File: config.mk
export PLATFORM = sky130hd
export DESIGN_NAME = control_sequencer
export DESIGN_NICKNAME = d
export VERILOG_FILES = /design/src/rtl/cpu_ctrl_pkg.sv /design/src/rtl/microcode_rom.sv /design/src/rtl/control_sequencer.sv
export SDC_FILE = /design/constraint.sdc
export NUM_CORES = 1
export LEC_CHECK = 0
export CAP_MARGIN = 40
export CORE_UTILIZATION = 25
export DETAILED_ROUTE_END_ITERATION = 10
export GPL_TIMING_DRIVEN = 0
export SLEW_MARGIN = 20
export SYNTH_ARGS = -nofsm -noshare
export SYNTH_HDL_FRONTEND = slang
export SYNTH_SLANG_ARGS = --single-unit
export TNS_END_PERCENT = 10
File: constraint.sdc
create_clock -name clk -period 2.3 [get_ports clk]
set_input_delay 0.46 -clock clk [delete_from_list [all_inputs] [get_ports clk]]
set_output_delay 0.46 -clock clk [all_outputs]
set_load 0.02 [all_outputs]
File: src/rtl/cpu_ctrl_pkg.sv
// Shared definitions for the CPU control path: control-word bit positions,
// opcode and microstep encodings, and the per-opcode last-step lookup.
package cpu_ctrl_pkg;

    // Default number of microsteps per instruction (T0..T4)
    localparam int NUM_STEPS_DEFAULT = 5;

    // Width of the control word driven to the datapath
    localparam int CTRL_W = 16;

    // Bit positions inside the active-high control word
    localparam int B_HLT = 15;
    localparam int B_MI  = 14;
    localparam int B_RI  = 13;
    localparam int B_RO  = 12;
    localparam int B_IO  = 11;
    localparam int B_II  = 10;
    localparam int B_AI  = 9;
    localparam int B_AO  = 8;
    localparam int B_EO  = 7;
    localparam int B_SU  = 6;
    localparam int B_BI  = 5;
    localparam int B_OI  = 4;
    localparam int B_CE  = 3;
    localparam int B_CO  = 2;
    localparam int B_J   = 1;
    localparam int B_FI  = 0;

    // One-hot masks built from the bit positions above
    localparam logic [CTRL_W-1:0] C_HLT = CTRL_W'(1 << B_HLT);
    localparam logic [CTRL_W-1:0] C_MI  = CTRL_W'(1 << B_MI);
    localparam logic [CTRL_W-1:0] C_RI  = CTRL_W'(1 << B_RI);
    localparam logic [CTRL_W-1:0] C_RO  = CTRL_W'(1 << B_RO);
    localparam logic [CTRL_W-1:0] C_IO  = CTRL_W'(1 << B_IO);
    localparam logic [CTRL_W-1:0] C_II  = CTRL_W'(1 << B_II);
    localparam logic [CTRL_W-1:0] C_AI  = CTRL_W'(1 << B_AI);
    localparam logic [CTRL_W-1:0] C_AO  = CTRL_W'(1 << B_AO);
    localparam logic [CTRL_W-1:0] C_EO  = CTRL_W'(1 << B_EO);
    localparam logic [CTRL_W-1:0] C_SU  = CTRL_W'(1 << B_SU);
    localparam logic [CTRL_W-1:0] C_BI  = CTRL_W'(1 << B_BI);
    localparam logic [CTRL_W-1:0] C_OI  = CTRL_W'(1 << B_OI);
    localparam logic [CTRL_W-1:0] C_CE  = CTRL_W'(1 << B_CE);
    localparam logic [CTRL_W-1:0] C_CO  = CTRL_W'(1 << B_CO);
    localparam logic [CTRL_W-1:0] C_J   = CTRL_W'(1 << B_J);
    localparam logic [CTRL_W-1:0] C_FI  = CTRL_W'(1 << B_FI);

    // Instruction opcodes (upper nibble of the instruction register);
    // 1001..1101 are undefined and behave as NOP
    typedef enum logic [3:0] {
        OP_NOP = 4'b0000,
        OP_LDA = 4'b0001,
        OP_ADD = 4'b0010,
        OP_SUB = 4'b0011,
        OP_STA = 4'b0100,
        OP_LDI = 4'b0101,
        OP_JMP = 4'b0110,
        OP_JC  = 4'b0111,
        OP_JZ  = 4'b1000,
        OP_OUT = 4'b1110,
        OP_HLT = 4'b1111
    } opcode_e;

    // Microstep indices
    typedef enum logic [2:0] {
        T0 = 3'd0,
        T1 = 3'd1,
        T2 = 3'd2,
        T3 = 3'd3,
        T4 = 3'd4
    } step_e;

    // Last non-empty microstep of each instruction; everything without an
    // execute phase still spends one (empty) cycle in T2
    function automatic logic [2:0] lastStepOf(input logic [3:0] op);
        logic [2:0] last;
        case (op)
            OP_ADD, OP_SUB: last = T4;
            OP_LDA, OP_STA: last = T3;
            default:        last = T2;
        endcase
        return last;
    endfunction

endpackage

File: src/rtl/microcode_rom.sv
// Combinational microcode table: maps (step, opcode, flags) to the control
// word for that microstep and flags whether this is the instruction's last step.
module microcode_rom
    import cpu_ctrl_pkg::*;
(
    input  logic [2:0]        step_i,
    input  logic [3:0]        opcode_i,
    input  logic              flag_c_i,
    input  logic              flag_z_i,
    output logic [CTRL_W-1:0] ctrl_o,
    output logic              last_o
);

    // Table lookup: shared fetch in T0/T1, opcode-specific execute in T2..T4;
    // flags are only looked at in T2 of the conditional jumps
    always_comb begin
        ctrl_o = '0;
        case (step_i)
            T0: ctrl_o = C_CO | C_MI;
            T1: ctrl_o = C_RO | C_II | C_CE;
            T2: begin
                case (opcode_i)
                    OP_LDA, OP_ADD, OP_SUB, OP_STA: ctrl_o = C_IO | C_MI;
                    OP_LDI: ctrl_o = C_IO | C_AI;
                    OP_JMP: ctrl_o = C_IO | C_J;
                    OP_JC:  ctrl_o = flag_c_i ? (C_IO | C_J) : '0;
                    OP_JZ:  ctrl_o = flag_z_i ? (C_IO | C_J) : '0;
                    OP_OUT: ctrl_o = C_AO | C_OI;
                    OP_HLT: ctrl_o = C_HLT;
                    default: ctrl_o = '0;
                endcase
            end
            T3: begin
                case (opcode_i)
                    OP_LDA:         ctrl_o = C_RO | C_AI;
                    OP_ADD, OP_SUB: ctrl_o = C_RO | C_BI;
                    OP_STA:         ctrl_o = C_AO | C_RI;
                    default:        ctrl_o = '0;
                endcase
            end
            T4: begin
                case (opcode_i)
                    OP_ADD:  ctrl_o = C_EO | C_AI | C_FI;
                    OP_SUB:  ctrl_o = C_EO | C_AI | C_FI | C_SU;
                    default: ctrl_o = '0;
                endcase
            end
            default: ctrl_o = '0;
        endcase
    end

    // ">=" rather than "==" so that an opcode change mid-instruction can never
    // strand the counter past the new instruction's final step
    always_comb begin
        last_o = (step_i >= lastStepOf(opcode_i));
    end

endmodule

File: src/rtl/control_sequencer.sv
// Microstep sequencer for the 8-bit CPU: owns the step counter and the halt
// latch, and gates the microcode ROM output with reset and halt.
module control_sequencer
    import cpu_ctrl_pkg::*;
#(
    parameter int NUM_STEPS = NUM_STEPS_DEFAULT
) (
    input  logic        clk,
    input  logic        clr,
    input  logic [3:0]  opcode,
    input  logic        flag_c,
    input  logic        flag_z,
    output logic [15:0] ctrl,
    output logic [2:0]  step,
    output logic        halted
);

    // Hard ceiling on the counter regardless of what the table says
    localparam logic [2:0] MAX_STEP = 3'(NUM_STEPS - 1);

    logic [2:0]        step_q;
    logic [2:0]        step_d;
    logic              halted_q;
    logic              halted_d;
    logic [CTRL_W-1:0] romCtrl;
    logic              romLast;

    microcode_rom u_rom (
        .step_i   (step_q),
        .opcode_i (opcode),
        .flag_c_i (flag_c),
        .flag_z_i (flag_z),
        .ctrl_o   (romCtrl),
        .last_o   (romLast)
    );

    // Next step/halt: HLT in T2 latches halted and parks the counter at T2;
    // otherwise advance, wrapping to T0 after the instruction's last step
    always_comb begin
        step_d   = step_q;
        halted_d = halted_q;
        if (!halted_q) begin
            if ((opcode == OP_HLT) && (step_q == T2)) begin
                halted_d = 1'b1;
            end else if (romLast || (step_q >= MAX_STEP)) begin
                step_d = T0;
            end else begin
                step_d = step_q + 3'd1;
            end
        end
    end

    // State registers; clr aborts any instruction and clears the halt latch
    always_ff @(posedge clk or posedge clr) begin
        if (clr) begin
            step_q   <= T0;
            halted_q <= 1'b0;
        end else begin
            step_q   <= step_d;
            halted_q <= halted_d;
        end
    end

    // Output word: silent during reset, HLT only once halted, else the table
    always_comb begin
        ctrl = '0;
        if (!clr) begin
            ctrl = halted_q ? C_HLT : romCtrl;
        end
    end

    assign step   = step_q;
    assign halted = halted_q;

endmodule

==> summary.md, run 1 <==
| Metric | Value |
|---|---|
| H-tree depth | `1` |
| Clk Latency, worst-skew pair | `230 ps` |
| Clk_skew | `5.337 ps` |
| DP HPWL | `1401 microns` |
| DP Cell Count | `140` |
| Yosys cell types | `38` |
| Crit path required time | `1840 ps` |
| Largest area contributor in the netlist | `dfrtp_1` |
| Post-layout min period | `2281 ps` |
| Power share of the clock group | `8.7%` |
| FF/Latch Area | `101.3 sq um` |
| Clock Path Buffers | `2` |
| Length of the first detailed-routing pass in iterations | `4` |
| All-Layer GR Usage | `13.54%` |
| Clock slew at reported path FFs | `40 ps` |
| Ranking of synthesized cells by area | `dfrtp_1, ha_1, inv_1` |
| CTS tree | `yes` |
| # clock sinks | `4` |
| Main synth FF type | `dfrtp_1` |
| Grt total ovfl | `0` |
| Finished Layout Cells | `143` |
| Post-Syn Area | `694.4 sq um` |
| DIE WIDTH | `54.71 microns` |
| Setup crit start kind | `input pin` |
| Final hold slack | `393.4 ps` |
| Outcome | `completed` |
| Port bufs | `26` |
| Gate power share | `73.9%` |
| R2R Setup Slk | `740 ps` |
| Hold Fails Final Rpt | `0` |
| Routability cong. | `0.8464` |
| Worst R2R End | `step[2]$_DFFE_PP0P_` |
| First-pass GRT wire length | `3036 microns` |
| RR Startpoint | `step[0]$_DFFE_PP0P_` |
| Flop pwr share | `17.4%` |
| Initial DRC count | `17` |
| Top cell type's share of synthesized area | `14.41%` |
| Switching share of power | `49.17%` |
| Maximum clock frequency | `0.4383 GHz` |
| Final #Nets | `131` |
| Row count | `18` |
| Crit-path max FO | `10` |
| Net count after synthesis | `100` |
| Final Max Slew Viols | `0` |
| Final core occ | `41.00%` |
| Pleak | `0.4782 nW` |
| Crit end category | `output port` |
| Count leader, synth | `ha_1` |
| WS Path Type | `input pin to output port` |
| Area occupied by multi-input gates | `558.0 sq um` |
| Synth top cells by count | `ha_1, inv_1, nor2_1` |
| DRC viols | `0` |
| Largest net degree at the start of global routing | `11` |
| Inserted Diodes | `0` |
| Vias post-DR | `722` |
| Post-Syn Instances | `84` |
| Switch Pwr | `472.0 uW` |
| Internal Power | `488.1 uW` |
| Register area share after synthesis | `14.41%` |
| Mapped Avg Cell Area | `8.267 sq um` |
| Starting density of the core | `27.29%` |
| Final Cycle Share | `99.19%` |
| Root cell of the clock tree | `clkbuf_4` |
| Post-DR vias/cell | `5.049` |
| Area grow syn2layout | `50.27%` |
| RSZ-0062 raised after global routing | `true` |
| VDD IR max | `0.6832 mV` |
| HP Class | `input pin to async pin` |
| Setup TNS Final | `0 ps` |
| Placeable Area | `2545 sq um` |
| Die area | `2993 sq um` |
| Antenna-violating nets left | `0` |
| Setup Buffers After CTS | `0` |
| Die span in y | `54.71 microns` |
| TritonCTS Buffers | `3` |
| Syn. warnings | `0` |
| Max-slew headroom | `73.41%` |
| Pwr dens | `920.1 nW/um^2` |
| Post-Route WL | `1820 microns` |
| Fill cells | `266` |
| Layout cell share with drive strength beyond 1 | `39.82%` |
| Async SR Flop Fraction | `100.0%` |
| FF-to-FF path depth | `6` |
| I/O pin total | `28` |
| Vias in the first global route | `668` |
| Endpoints failing setup | `0` |
| Signal arrival time at the worst endpoint | `1820 ps` |
| Max-cap violations | `0` |
| Synth Register Bits | `4` |
| EDFF count, synth | `0` |
| Antenna violations before repair | `0` |
| Actual transition at the worst max-transition pin | `398.9 ps` |
| Routed WL per cell | `12.73 microns` |
-- placed cells by master (no fill, tap or decap), types with 3 or more instances in the layout --
| master | synthesis | routed |
|---|---|---|
| buf_4 | 2 | 8 |
| clkdlybuf4s50_1 | 0 | 8 |
| nand2_1 | 6 | 6 |
| nor2_1 | 7 | 6 |
| inv_1 | 7 | 5 |
| ha_1 | 8 | 5 |
| buf_2 | 3 | 4 |
| buf_6 | 2 | 3 |
| o2111ai_1 | 3 | 3 |
| inv_2 | 2 | 3 |
| nor3_1 | 4 | 3 |
| nand3_1 | 3 | 3 |
| clkbuf_4 | 0 | 3 |
| dfrtp_1 | 4 | 3 |
| dlymetal6s2s_1 | 0 | 3 |
| clkbuf_2 | 0 | 3 |
-- cell families after synthesis --
kind of cell,share of synthesized area (%)
flip-flops,14.41
adder cells (fa/ha/maj),14.41
AND/OR/NAND/NOR,30.63
XOR/XNOR,1.261
multiplexers,2.883
AO/OA/AOI/OAI,23.97
buffers and inverters,12.43
-- worst max-delay path, cell delays in order --
cell,delay (ps)
clkdlybuf4s50_1,430
buf_4,190
nor2_4,100
nand2_2,90
inv_2,70
nand3_1,130
a31oi_1,190
buf_4,160
-- area by class of cell --
type,instances,area share (%)
Tap cell,30,3.597
Clock buffer,3,2.158
Sequential cell,4,9.712
Inverter,9,3.597
Buffer,7,5.875
Multi-Input combinational cell,64,53.48
Timing Repair Buffer,26,21.58
-- stage by stage --
step / setup WS [ps] / power, mW / instance area (sq um)
6_report: 18.65 / 0.9601 / 1044
5_1_grt: -97.59 / 1.049 / 1044
4_1_cts: -145.5 / 0.9480 / 1040
3_5_place_dp: -516.5 / 0.8373 / 998.5
3_3_place_gp: -497.3 / 0.8326 / 998.5
2_1_floorplan: 169.2 / 0.6131 / 700.7
-- metal layers --
layer	vias up	track usage, %	wire [microns]
met1	338	19.84	917
li1	363	-	-
met4	0	3.846	0
met5	-	0	0
met2	21	20.88	811
met3	0	0.8333	91
-- sequential cells by signal, indices dropped and copies added, names as in the netlist --
register / flops
halted: 1
step: 3
-- what timing repair did --
action,in CTS,in global routing
gates cloned,0,0
endpoints found under the setup margin,16,15
resized for setup,49,23
hold buffers,0,0
-- worst max-delay path by stage --
stage	start	endpoint	slack (ps)
6_report	opcode[3]	ctrl[9]	20
5_1_grt	step[2]$_DFFE_PP0P_	ctrl[7]	-100
4_1_cts	opcode[2]	ctrl[14]	-150
3_5_place_dp	opcode[3]	ctrl[7]	-520
3_3_place_gp	opcode[3]	ctrl[7]	-500
2_1_floorplan	step[0]$_DFFE_PP0P_	ctrl[7]	170
-- power groups by stage --
| stage | registers [mW] | logic (mW) | clock network (mW) |
|---|---|---|---|
| floorplan | 0.185 | 0.428 | 0 |
| global placement | 0.158 | 0.674 | 0 |
| detailed placement | 0.157 | 0.680 | 0 |
| CTS | 0.167 | 0.693 | 0.0889 |
| global route | 0.175 | 0.780 | 0.0932 |
| finish | 0.167 | 0.709 | 0.0836 |
Power figures use the tool's default switching activity.
==> run 2: changes to the inputs <==
--- a/config.mk
+++ b/config.mk
@@ -9,6 +9,7 @@
 export CORE_UTILIZATION = 25
 export DETAILED_ROUTE_END_ITERATION = 10
 export GPL_TIMING_DRIVEN = 0
+export SKIP_LAST_GASP = 1
 export SLEW_MARGIN = 20
 export SYNTH_ARGS = -nofsm -noshare
 export SYNTH_HDL_FRONTEND = slang
==> run 2 against run 1 <==
Against the previous run:
- the flow now finishes with violations (setup timing)
- hold slack improved by 0.74 ps
- first-iteration DRC count up 35%
- clock-buffer cell count unchanged
- maximum frequency is 2.6% lower
- via count decreased by 0.97%
- combinational power shrank 2%
- critical endpoint is now ctrl[1]
- largest cell class unchanged
- largest power group unchanged
- highest routed layer unchanged
==> summary.md, run 2 (synthesis results as in run 1) <==
| Metric | Value |
|---|---|
| Antenna-violating nets left | `0 (unchanged)` |
| Final Max Slew Viols | `0 (unchanged)` |
| Max-cap violations | `0 (unchanged)` |
| DP Cell Count | `140 (unchanged)` |
| Hold Fails Final Rpt | `0 (unchanged)` |
| First-pass GRT wire length | `3029 microns (-0.23%)` |
| Pwr dens | `925.9 nW/um^2 (+0.64%)` |
| Root cell of the clock tree | `clkbuf_4` |
| Post-Route WL | `1791 microns (-1.6%)` |
| Most frequent cells in the layout | `clkdlybuf4s50_1, clkbuf_2, inv_1, nand2_1, nor2_1` |
| Largest net degree at the start of global routing | `11 (unchanged)` |
| Signal arrival time at the worst endpoint | `1880 ps (+60 ps)` |
| Final #Nets | `131 (unchanged)` |
| Fin area | `1016 sq um (-2.6%)` |
| Max FFs per register | `3 (unchanged)` |
| Placeable Area | `2545 sq um (unchanged)` |
| Die area | `2993 sq um (unchanged)` |
| Placed inst area | `998.5 sq um (unchanged)` |
| Total power | `940.7 uW (-2.0%)` |
| # clock sinks | `4 (unchanged)` |
| Layout cell share with drive strength beyond 1 | `35.40% (-4.4 points)` |
| Setup Buffers After CTS | `0 (unchanged)` |
| Routability cong. | `0.8464 (unchanged)` |
| Area grow syn2layout | `46.31%` |
| Actual transition at the worst max-transition pin | `401.4 ps (+2.524 ps)` |
| Endpoints failing setup | `2 (+2)` |
| Antenna violations before repair | `0 (unchanged)` |
| Final Cycle Share | `101.8% (+2.6 points)` |
| Clk Latency, worst-skew pair | `230 ps (about the same)` |
| I/O pin total | `28 (unchanged)` |
| Starting density of the core | `27.29% (unchanged)` |
| Vias post-DR | `715 (-0.97%)` |
| WS Path Type | `input pin to output port` |
| FF/Latch Area | `100.1 sq um (-1.2%)` |
| Vias in the first global route | `662 (-0.90%)` |
| DIE WIDTH | `54.71 microns (unchanged)` |
| All-Layer GR Usage | `13.49% (-0.057 points)` |
| Initial DRC count | `23 (+6)` |
| Length of the first detailed-routing pass in iterations | `4 (unchanged)` |
| Post-layout min period | `2341 ps (+60.02 ps)` |
| Crit-path max FO | `10 (unchanged)` |
| H-tree depth | `1 (unchanged)` |
| Max-slew headroom | `73.24% (-0.17 points)` |
| Crit-path cells | `clkdlybuf4s50_1 > buf_6 > nor2_1 > nand4_1 > a21boi_1 > dlygate4sd2_1` |
| Clock Path Buffers | `2 (unchanged)` |
| Inserted Diodes | `0 (unchanged)` |
| DRC viols | `0 (unchanged)` |
| Crit-path max cell delay | `450 ps (+20 ps)` |
| Final hold slack | `394.1 ps (+0.7380 ps)` |
| Outcome | `finished, violations left` |
| CP max stage cell | `clkdlybuf4s50_1` |
| CP bufs+invs | `3 (-1)` |
| Crit end category | `output port` |
| TritonCTS Buffers | `3 (unchanged)` |
| CTS tree | `yes` |
| Routed WL per cell | `12.52 microns (-1.6%)` |
| Post-DR vias/cell | `5.000 (-0.97%)` |
| Pleak | `0.4621 nW (-3.4%)` |
| DP HPWL | `1401 microns (unchanged)` |
| Port bufs | `26 (unchanged)` |
| Setup crit start kind | `input pin` |
| Grt total ovfl | `0 (unchanged)` |
| Crit path required time | `1840 ps (about the same)` |
| Maximum clock frequency | `0.4271 GHz (-2.6%)` |
| HP Class | `input pin to async pin` |
| Clock slew at reported path FFs | `40 ps (about the same)` |
| Clk_skew | `5.334 ps (-0.003580 ps)` |
| VDD IR max | `0.6747 mV (-1.2%)` |
| Area occupied by multi-input gates | `553.0 sq um (-0.90%)` |
| Failing checks | `setup timing` |
| Setup TNS Final | `-60.61 ps (-60.61 ps)` |
| Finished Layout Cells | `143 (unchanged)` |
| RSZ-0062 raised after global routing | `true` |
| Most common library cell in the layout ignoring fill and taps | `clkdlybuf4s50_1` |
| Fill cells | `270 (+1.5%)` |
| Row count | `18 (unchanged)` |
| Largest delay share family, worst path | `buffers and inverters` |
| Die span in y | `54.71 microns (unchanged)` |
| Worst setup margin | `-41.37 ps (-60.02 ps)` |
run 2: cell count changes in the layout (fill, tap and decap cells not counted), moves of 2 or more:
cell and delta:
clkdlybuf4s50_1 +3, clkbuf_2 +6, buf_2 -2, buf_4 -5, clkdlybuf4s15_2 -2, dlymetal6s2s_1 -2, dlygate4sd2_1 +2, inv_1 +2
run 2: through the flow:
| step | util, % | worst slack, ps |
|---|---|---|
| global placement | 39.23 | -497.3 |
| finish | 39.92 | -41.37 |
| floorplan | - | 169.2 |
| detailed placement | 39.23 | -516.5 |
| CTS | 40.46 | -179.7 |
| global route | 39.92 | -114.3 |
run 2: final timing paths:
path | startpoint | to | slack (ps) | cells past startpoint
max in group asynchronous | clr | step[1]$_DFFE_PP0P_ | 1760 | 2
min in group clk | step[2]$_DFFE_PP0P_ | step[2]$_DFFE_PP0P_ | 690 | 2
max reg2reg | step[0]$_DFFE_PP0P_ | step[2]$_DFFE_PP0P_ | 700 | 6
min | clr | halted$_DFF_PP0_ | 390 | 2
min reg2reg | step[2]$_DFFE_PP0P_ | step[2]$_DFFE_PP0P_ | 690 | 2
max | opcode[1] | ctrl[1] | -40 | 6
run 2: final cells by class:
cell class	count	share of cell area (%)
inverters	9	3.325
flip-flops and latches	4	9.852
well taps	30	3.695
repair buffers	26	20.44
plain buffers	7	6.035
clock buffers	3	2.217
multi-input cells	64	54.43
run 2: timing repair:
item                                    in CTS  in global routing
endpoints found under the setup margin      16                 16
hold buffers                                 0                  0
pin swaps                                    0                  1
endpoints found under the hold margin        0                  0
gates cloned                                 0                  0
resized for setup                           21                 33
run 2: routing by layer:
metal	GRT usage, %	wire length [microns]	up-vias	part of all wire (%)
met5	0	0	-	0
met2	20.48	781	17	44
li1	-	-	361	-
met3	0.8333	68	0	3.8
met1	20.00	940	337	52
met4	3.846	0	0	0
run 2: where the power goes:
group	total, mW	switching, mW	internal, mW
logic	0.692	0.380	0.312
clock network	0.0837	0.0256	0.0581
registers	0.165	0.0611	0.104
==> run 3: changes to the inputs <==
--- a/config.mk
+++ b/config.mk
@@ -8,6 +8,7 @@
 export CAP_MARGIN = 40
 export CORE_UTILIZATION = 25
 export DETAILED_ROUTE_END_ITERATION = 10
+export GPL_ROUTABILITY_DRIVEN = 0
 export GPL_TIMING_DRIVEN = 0
 export SKIP_LAST_GASP = 1
 export SLEW_MARGIN = 20
==> results of run 3 <==
Final layout, timing and power as in run 2 (identical DEF).
